`src/rtl/mux_rr_arb_if.sv`:
```
// Bundle of the channel-side and output-side signals of mux_rr_arb.
// The slave modport is the arbiter's view. The master modport is the view of
// the logic that drives channels and consumes the output.
interface mux_rr_arb_if #(
    parameter int WIDTH = 32,
    parameter int NCH   = 32
);
    localparam int SELW = $clog2(NCH);

    logic                 mode;
    logic [SELW-1:0]      sel;
    logic [NCH*WIDTH-1:0] in_data;
    logic [NCH-1:0]       in_valid;
    logic [NCH-1:0]       in_ready;
    logic [WIDTH-1:0]     out_data;
    logic [SELW-1:0]      out_ch;
    logic                 out_valid;
    logic                 out_ready;
    logic                 sel_err;
    logic [15:0]          xfer_cnt;

    modport slave (
        input  mode, sel, in_data, in_valid, out_ready,
        output in_ready, out_data, out_ch, out_valid, sel_err, xfer_cnt
    );

    modport master (
        output mode, sel, in_data, in_valid, out_ready,
        input  in_ready, out_data, out_ch, out_valid, sel_err, xfer_cnt
    );
endinterface

```
`src/rtl/mux_rr_arb.sv`:
```
// Channel multiplexer with a single registered output stage.
// In mode 0 the channel comes directly from sel. In mode 1 the valid channels
// are served round-robin. The output register refills in the same cycle it
// drains, so the output can carry one beat per clock.
module mux_rr_arb #(
    parameter int WIDTH = 32,
    parameter int NCH   = 32
) (
    input  logic          clk,
    input  logic          rst_n,
    mux_rr_arb_if.slave   bus
);
    localparam int SELW = $clog2(NCH);

    logic [WIDTH-1:0] chan_data [NCH];

    logic [SELW-1:0]  ptr_reg;
    logic [WIDTH-1:0] out_data_reg;
    logic [SELW-1:0]  out_ch_reg;
    logic             out_valid_reg;
    logic             sel_err_reg;
    logic [15:0]      xfer_cnt_reg;
    logic [15:0]      xfer_cnt_next;

    logic [31:0]      sel_wide;
    logic             sel_legal;
    logic [SELW:0]    rr_idx;
    logic [SELW-1:0]  rr_cand;
    logic             rr_ok;
    logic [SELW-1:0]  cand;
    logic             cand_ok;
    logic             load;
    logic             out_xfer;

    // Unpack channel data and build the one-hot accept from the candidate.
    generate
        for (genvar gi = 0; gi < NCH; gi++) begin : g_chan
            assign chan_data[gi]   = bus.in_data[gi*WIDTH +: WIDTH];
            assign bus.in_ready[gi] = load && (cand == SELW'(gi));
        end
    endgenerate

    // Widen sel so that the legality check stays meaningful when NCH is a power of two.
    assign sel_wide  = 32'(bus.sel);
    assign sel_legal = sel_wide < 32'(NCH);

    // Round-robin search: ptr+1, ptr+2, ... wrapping, and ptr itself is checked last.
    always_comb begin
        rr_ok   = 1'b0;
        rr_cand = '0;
        rr_idx  = '0;
        for (int k = 1; k <= NCH; k++) begin
            rr_idx = {1'b0, ptr_reg} + (SELW+1)'(k);
            if (rr_idx >= (SELW+1)'(NCH)) begin
                rr_idx = rr_idx - (SELW+1)'(NCH);
            end
            if (!rr_ok && bus.in_valid[rr_idx[SELW-1:0]]) begin
                rr_ok   = 1'b1;
                rr_cand = rr_idx[SELW-1:0];
            end
        end
    end

    // Pick the candidate for the current mode. An illegal sel never yields a candidate.
    always_comb begin
        cand    = bus.sel;
        cand_ok = 1'b0;
        if (bus.mode) begin
            cand    = rr_cand;
            cand_ok = rr_ok;
        end else begin
            cand_ok = sel_legal && bus.in_valid[bus.sel];
        end
    end

    // The output register can accept a beat when it is empty or is draining now. Hold off while in reset.
    assign load          = rst_n && (!out_valid_reg || bus.out_ready) && cand_ok;
    assign out_xfer      = out_valid_reg && bus.out_ready;
    assign xfer_cnt_next = out_xfer ? xfer_cnt_reg + 16'd1 : xfer_cnt_reg;

    // Output stage, round-robin pointer, error pulse and transfer counter.
    always_ff @(posedge clk or negedge rst_n) begin
        if (!rst_n) begin
            ptr_reg       <= SELW'(NCH - 1);
            out_data_reg  <= '0;
            out_ch_reg    <= '0;
            out_valid_reg <= 1'b0;
            sel_err_reg   <= 1'b0;
            xfer_cnt_reg  <= '0;
        end else begin
            if (load) begin
                out_data_reg  <= chan_data[cand];
                out_ch_reg    <= cand;
                out_valid_reg <= 1'b1;
                if (bus.mode) begin
                    ptr_reg <= cand;
                end
            end else if (out_xfer) begin
                out_valid_reg <= 1'b0;
            end
            sel_err_reg  <= !bus.mode && !sel_legal;
            xfer_cnt_reg <= xfer_cnt_next;
        end
    end

    assign bus.out_data  = out_data_reg;
    assign bus.out_ch    = out_ch_reg;
    assign bus.out_valid = out_valid_reg;
    assign bus.sel_err   = sel_err_reg;
    assign bus.xfer_cnt  = xfer_cnt_reg;
endmodule

```
`src/flat_wrapper.sv`:
```
// flat-port wrapper written by rule: the top's interface ports become plain ports
module mux_rr_arb_flat 
#(
    parameter int WIDTH = 32,
    parameter int NCH   = 32
)
  (clk, rst_n, bus_mode, bus_sel, bus_in_data, bus_in_valid, bus_out_ready, bus_in_ready, bus_out_data, bus_out_ch, bus_out_valid, bus_sel_err, bus_xfer_cnt);
  mux_rr_arb_if #(.WIDTH(WIDTH), .NCH(NCH)) bus_i ();
  input  logic clk;
  input  logic rst_n;
  input wire logic [$bits(bus_i.mode)-1:0] bus_mode;
  input wire logic [$bits(bus_i.sel)-1:0] bus_sel;
  input wire logic [$bits(bus_i.in_data)-1:0] bus_in_data;
  input wire logic [$bits(bus_i.in_valid)-1:0] bus_in_valid;
  input wire logic [$bits(bus_i.out_ready)-1:0] bus_out_ready;
  output wire logic [$bits(bus_i.in_ready)-1:0] bus_in_ready;
  output wire logic [$bits(bus_i.out_data)-1:0] bus_out_data;
  output wire logic [$bits(bus_i.out_ch)-1:0] bus_out_ch;
  output wire logic [$bits(bus_i.out_valid)-1:0] bus_out_valid;
  output wire logic [$bits(bus_i.sel_err)-1:0] bus_sel_err;
  output wire logic [$bits(bus_i.xfer_cnt)-1:0] bus_xfer_cnt;
  assign bus_i.mode = bus_mode;
  assign bus_i.sel = bus_sel;
  assign bus_i.in_data = bus_in_data;
  assign bus_i.in_valid = bus_in_valid;
  assign bus_i.out_ready = bus_out_ready;
  assign bus_in_ready = bus_i.in_ready;
  assign bus_out_data = bus_i.out_data;
  assign bus_out_ch = bus_i.out_ch;
  assign bus_out_valid = bus_i.out_valid;
  assign bus_sel_err = bus_i.sel_err;
  assign bus_xfer_cnt = bus_i.xfer_cnt;
  mux_rr_arb #(.WIDTH(WIDTH), .NCH(NCH)) u_core (.clk(clk), .rst_n(rst_n), .bus(bus_i));
endmodule
```
`config.mk`:
```
export PLATFORM = sky130hd
export DESIGN_NAME = mux_rr_arb_flat
export DESIGN_NICKNAME = d
export VERILOG_FILES = /design/src/rtl/mux_rr_arb_if.sv /design/src/rtl/mux_rr_arb.sv /design/src/flat_wrapper.sv
export SDC_FILE = /design/constraint.sdc
export NUM_CORES = 1
export LEC_CHECK = 0
export ABC_AREA = 0
export CAP_MARGIN = 20
export CORE_AREA = 5 5 448 450
export DETAILED_ROUTE_END_ITERATION = 16
export DIE_AREA = 0 0 453 455
export DONT_BUFFER_PORTS = 1
export SLEW_MARGIN = 15
export SYNTH_ARGS = -nofsm -noshare
export SYNTH_HDL_FRONTEND = slang
export SYNTH_SLANG_ARGS = --single-unit
```
`constraint.sdc`:
```
create_clock -name clk -period 17.16 [get_ports clk]
set_clock_uncertainty 0.15 [all_clocks]
set_input_delay 4.29 -clock clk [delete_from_list [all_inputs] [get_ports clk]]
set_output_delay 4.29 -clock clk [all_outputs]
set_load 0.02 [all_outputs]
```
---- Word-level counts from Yosys, hierarchy flattened ----
Cells that the tools add are included.
word-level totals
  bits in registers ....................... 60
  input port bits ......................... 1,065
  output and inout port bits .............. 87
  word-level logic and storage cells ...... 445
cells by class
  $add $sub $neg .......................... 65
  order comparisons ....................... 67
  equality and inequality tests ........... 31
  multiplexer cells ....................... 169
  bitwise logic cells ..................... 1
  reductions and logical operators ........ 106
operators with widths
  kind                                                                           count
  5-bit 2-to-1 mux                                                               65
  5-bit by 6-bit less-than comparator with 1-bit output (second input constant)  34
  6-bit >= comparator (second input constant)                                    33
  1-bit binary-select mux with 5-bit select                                      33
  32-bit binary-select mux with 5-bit select                                     1
  5-bit by 1-bit subtractor with 5-bit output (second input constant)            32
  5-bit by 5-bit adder with 6-bit output (second input constant)                 16
  5-bit == test (second input constant)                                          16
  1-bit logical AND                                                              68
  1-bit 2-to-1 mux                                                               68
  32-bit 2-to-1 mux                                                              2
  5-bit by 4-bit adder with 6-bit output (second input constant)                 8
  5-bit by 4-bit == test with 1-bit output (second input constant)               8
  1-bit logical NOT                                                              34
  5-bit by 3-bit adder with 6-bit output (second input constant)                 4
  5-bit by 3-bit == test with 1-bit output (second input constant)               4
  16-bit by 1-bit adder with 16-bit output (second input constant)               1
  5-bit by 2-bit adder with 6-bit output (second input constant)                 2
  5-bit by 2-bit == test with 1-bit output (second input constant)               2
  5-bit by 1-bit adder with 6-bit output (second input constant)                 1
  5-bit by 6-bit adder with 6-bit output (second input constant)                 1
  5-bit NOT with 6-bit output                                                    1
  5-bit by 1-bit == test with 1-bit output (second input constant)               1
  5-bit logical NOT                                                              1
  3 further kinds                                                                3

---- Logic depth before layout (Yosys ltp) ----
  depth after elaboration ................. 104
  gate-level depth with buffers ........... 30
  mapped depth without buffers ............ 18

---- Least setup slack after synthesis ----
OpenSTA, ideal clock, no wires.
  kind .................................... input to output
  start point ............................. input port bus_in_valid[11]
  end point ............................... output port bus_in_ready[16]
  arrival ................................. 8.881 ns
  data required time ...................... 12.720 ns
  setup slack ............................. 3.839 ns
  stages on the path ...................... 18
  buffers on the path ..................... 3
  cell sequence ........................... mux2_2 > mux4_2 > mux4_2 > nor3_2 > nand4b_2 > or2_1 > or4_1 > buf_2 > nor3_2 > a2111oi_0 > a211oi_2 > a21oi_2 > nor2_1 > buf_2 > buf_2 > nand2_1 > or2_2 > nor2_1
on the way
  longest elaborated chain between the ends .. 99
  elaborated cells between the ends (all ways) .. 198
  classes of those cells .................. eq/ne (1); mux (132); reduce/logical (65)
ends and longest elaborated chain
  what                                                         line                                source
  start, declared                                              flat_wrapper.sv:14                  input wire logic [$bits(bus_i.in_valid)-1:0] bus_in_valid;
  1-bit binary-select mux with 5-bit select                    mux_rr_arb.sv:57                    if (!rr_ok && bus.in_valid[rr_idx[SELW-1:0]]) begin
  1-bit 2-to-1 mux (implied by the code)                       mux_rr_arb.sv:57
  1-bit 2-to-1 mux                                             mux_rr_arb.sv:57
  1-bit logical NOT                                            mux_rr_arb.sv:57
  1-bit logical AND                                            mux_rr_arb.sv:57
  1-bit 2-to-1 mux                                             mux_rr_arb.sv:57
  1-bit logical NOT                                            mux_rr_arb.sv:57
  1-bit logical AND                                            mux_rr_arb.sv:57
  [83 not listed]                                              -
  1-bit logical AND                                            mux_rr_arb.sv:57
  1-bit 2-to-1 mux                                             mux_rr_arb.sv:57
  1-bit logical NOT                                            mux_rr_arb.sv:57
  1-bit logical AND                                            mux_rr_arb.sv:57
  5-bit 2-to-1 mux / 1-bit 2-to-1 mux (equally long branches)  mux_rr_arb.sv:57
  5-bit 2-to-1 mux / 1-bit 2-to-1 mux (equally long branches)  mux_rr_arb.sv:68                    if (bus.mode) begin
  5-bit == test / 1-bit logical AND (equally long branches)    mux_rr_arb.sv:39, mux_rr_arb.sv:77
  1-bit logical AND (*)                                        mux_rr_arb.sv:39                    assign bus.in_ready[gi] = load && (cand == SELW'(gi));
  end, declared                                                flat_wrapper.sv:16                  output wire logic [$bits(bus_i.in_ready)-1:0] bus_in_ready;
Mark *: on every way between the ends. The rest lies on a longest branch, timed or not. The select of a mux whose other input is x is not followed.

---- Final worst setup path ----
  start point ............................. input port bus_in_valid[30]
  end point ............................... output port bus_in_ready[10]
on the way
  longest elaborated chain between the ends .. 99
  elaborated cells between the ends (all ways) .. 198
  classes of those cells .................. eq/ne (1); mux (132); reduce/logical (65)
ends and longest elaborated chain
  what                                                                                  line
  1-bit binary-select mux with 5-bit select                                             mux_rr_arb.sv:57
  1-bit 2-to-1 mux (implied by the code)                                                mux_rr_arb.sv:57
  1-bit 2-to-1 mux                                                                      mux_rr_arb.sv:57
  1-bit logical NOT                                                                     mux_rr_arb.sv:57
  1-bit logical AND                                                                     mux_rr_arb.sv:57
  1-bit 2-to-1 mux                                                                      mux_rr_arb.sv:57
  1-bit logical NOT                                                                     mux_rr_arb.sv:57
  1-bit logical AND                                                                     mux_rr_arb.sv:57
  [83 not listed]                                                                       -
  1-bit logical AND                                                                     mux_rr_arb.sv:57
  1-bit 2-to-1 mux                                                                      mux_rr_arb.sv:57
  1-bit logical NOT                                                                     mux_rr_arb.sv:57
  1-bit logical AND                                                                     mux_rr_arb.sv:57
  5-bit 2-to-1 mux / 1-bit 2-to-1 mux (equally long branches)                           mux_rr_arb.sv:57
  5-bit 2-to-1 mux / 1-bit 2-to-1 mux (equally long branches)                           mux_rr_arb.sv:68
  5-bit by 4-bit == test with 1-bit output / 1-bit logical AND (equally long branches)  mux_rr_arb.sv:39, mux_rr_arb.sv:77
  1-bit logical AND (*)                                                                 mux_rr_arb.sv:39
Marks and branches as above.

==> flow_metrics.tcl <==
set metrics [dict create \
    crit_arrival_ps 11150 \
    r2r_cells 22 \
    maxCapViolCount 0 \
    synthArstFlopShare 1.00 \
    crit_start "bus_in_valid[30]" \
    grt_max_degree 113 \
    ff2ff_setup_slack_ps 5460 \
    die_h_um 455 \
    drt_iter0_drc 3447 \
    cp_data_required_time_ps 12720 \
    fillCellCount 22800 \
    synthCells 2965 \
    htreeDepth 3 \
    synth_edf_count 0 \
    fin_crit_ps 15590 \
    ctsHoldBuffers 0 \
    syn-cell-area_um2 22500 \
    portBuffers 0 \
    worstHoldPathType "reg2reg" \
    vias 27100 \
    die_w_um 453 \
    wire_per_inst_um 40.4 \
    antenna_left 0 \
    tns_ps 0 \
    yosysTopAreaCell "mux2i_1" \
    fp.coreArea_um2 196000 \
    rsz0062_at_grt "no" \
    grt_overflow 0 \
    core.rowCount 163 \
    startpoint_type "input pin" \
    cts.sinks 59 \
    synthTopCellsByCount "nand2_1, mux2i_1, a21oi_1" \
    ys_top_cells_by_area "mux2i_1, mux4_2, nand2_1" \
    ctsLongestPathBuffers 2 \
    cp_max_fo 12 \
    r2r_start "u_core.ptr_reg[1]" \
    worst_pin_slew_ps 1250 \
    seq_area_um2 1480 \
    insertion_delay_ps 400 \
    syn_nets 4044 \
    cts_tree "yes" \
    antenna_found_initial 109 \
    synth.most_common_cell "nand2_1" \
    finalSetupViolCount 0 \
    slew_viol_final 0 \
    fmax_mhz 64.1 \
    place_hpwl_um 190000 \
    routed_wl_um 224000 \
    io_pins 1152 \
    multiInputGateArea_um2 19800 \
    status "finished, final reports clean" \
    layout-drive-gt1-share 0.173 \
    largest_reg_flops 32 \
    postSynthRegisterBits 59 \
    cp-end-kind "output port" \
    endpoint "bus_in_ready[10]" \
    first_pass_iters 7 \
    ys.flop_type "dfrtp_1" \
    cts_inserted_buffers 9 \
    cts_resized 0 \
    gp_congestion 0.964 \
    grt_pass1_vias 25400 \
    synth.distinct_cells 98 \
    finalHoldViolations 0 \
    slew_headroom 0.143 \
    fin_crit_sh 0.909 \
    fp.dieArea_um2 206000 \
    cts_root_buf "clkbuf_16" \
    vias_per_cell 4.89 \
    cts_setup_buffers 0 \
    synth_warnings 0 \
    synth_seq_area_share 0.0659 \
    grt_pass1_wl_um 275000 \
    crit_type "in2out" \
    r2r_end "u_core.bus.out_data[11]" \
    yosysTopAreaCellShare 0.176 \
    start_util 0.115 \
    syn_area_per_cell_um2 7.58 \
    track_usage 0.203 \
    areaGrowthSynthToFinish_pct 15.8 \
    drc 0 \
    clkTransAtPathRegs_ps 60 \
    fin_nets 3884 \
]
==> worst max-delay path, cell delays in order <==
cell and delay, ps:
mux2_2 290, mux2i_1 640, mux2_2 350, mux4_2 380, nand4b_2 240, nor2_1 640, nand4_1 530, or4_1 540
and4b_1 220, a21oi_1 230, o31ai_1 150, a211o_1 410, a21oi_4 610, nand2_1 590, nor2_1 980
==> metal layers <==
metal	track usage	up-vias	wire length, µm
met5	0.00988	-	517
met3	0.0798	345	24100
met2	0.310	1916	99700
li1	-	11000	-
met1	0.241	13800	85800
met4	0.118	60	14200
==> cells in the final DEF (no fill, tap or decap), drive strengths merged, types with 14 or more instances in the layout <==
master,netlist,routed
nand4,14,14
o22ai,20,20
and2,25,25
dfrtp,54,54
buf,157,98
inv,27,29
mux2i,397,397
a211o,21,21
a211oi,39,39
ha,14,14
a31oi,45,45
nand2,703,703
diode,0,101
nor2,117,117
a21oi,185,185
xnor2,34,34
o21ai,135,135
a32oi,49,49
nor3,32,32
and3,15,15
mux4,168,168
o31ai,18,18
nand3,161,161
o211ai,40,40
a21boi,16,16
mux2,129,129
==> stage by stage <==
| step | instance area (µm²) | setup WS [ps] | hold WS, ps | instances | utilization |
|---|---|---|---|---|---|
| after floorplan | 22500 | 3840 | 432 | 2965 | - |
| after global placement | 25400 | 1780 | 457 | 5432 | 0.130 |
| after detailed placement | 25400 | 1880 | 460 | 5433 | 0.130 |
| after CTS | 25800 | 1840 | 473 | 5449 | 0.131 |
| after global routing | 26000 | 1500 | 495 | 5519 | 0.132 |
| final | 26000 | 1570 | 464 | 5551 | 0.133 |
==> area by class of cell <==
type                            count  area share
Clock buffer                        9     0.00865
Sequential cell                    59      0.0570
Clock inverter                      7     0.00380
Inverter                           29     0.00437
Antenna cell                      101     0.00971
Timing Repair Buffer               98      0.0297
Multi-Input combinational cell   2608       0.760
Tap cell                         2640       0.127
==> worst min-delay path by stage <==
stage,from,endpoint,slack (ps),cells past startpoint
2_1_floorplan,u_core.bus.xfer_cnt[15],u_core.bus.xfer_cnt[15],430,1
3_3_place_gp,u_core.bus.xfer_cnt[15],u_core.bus.xfer_cnt[15],460,1
3_5_place_dp,u_core.bus.xfer_cnt[15],u_core.bus.xfer_cnt[15],460,1
4_1_cts,u_core.bus.xfer_cnt[15],u_core.bus.xfer_cnt[15],470,1
5_1_grt,u_core.bus.xfer_cnt[15],u_core.bus.xfer_cnt[15],490,1
6_report,u_core.bus.xfer_cnt[15],u_core.bus.xfer_cnt[15],460,1
==> cells by family after synthesis <==
logic type / after synthesis / synth area share
AOI/OAI and AO/OA: 723 / 0.218
xor gates and xnor gates: 44 / 0.0178
adders and majority gates: 14 / 0.00779
buffers and inverters: 298 / 0.0631
DFF: 59 / 0.0659
muxes: 694 / 0.410
other: 1 / 0.000167
and+or+nand+nor: 1132 / 0.217
Power is left out: the tool's default activity adds up to more than one toggle a clock period on the data nets, which glitch-free logic cannot reach.
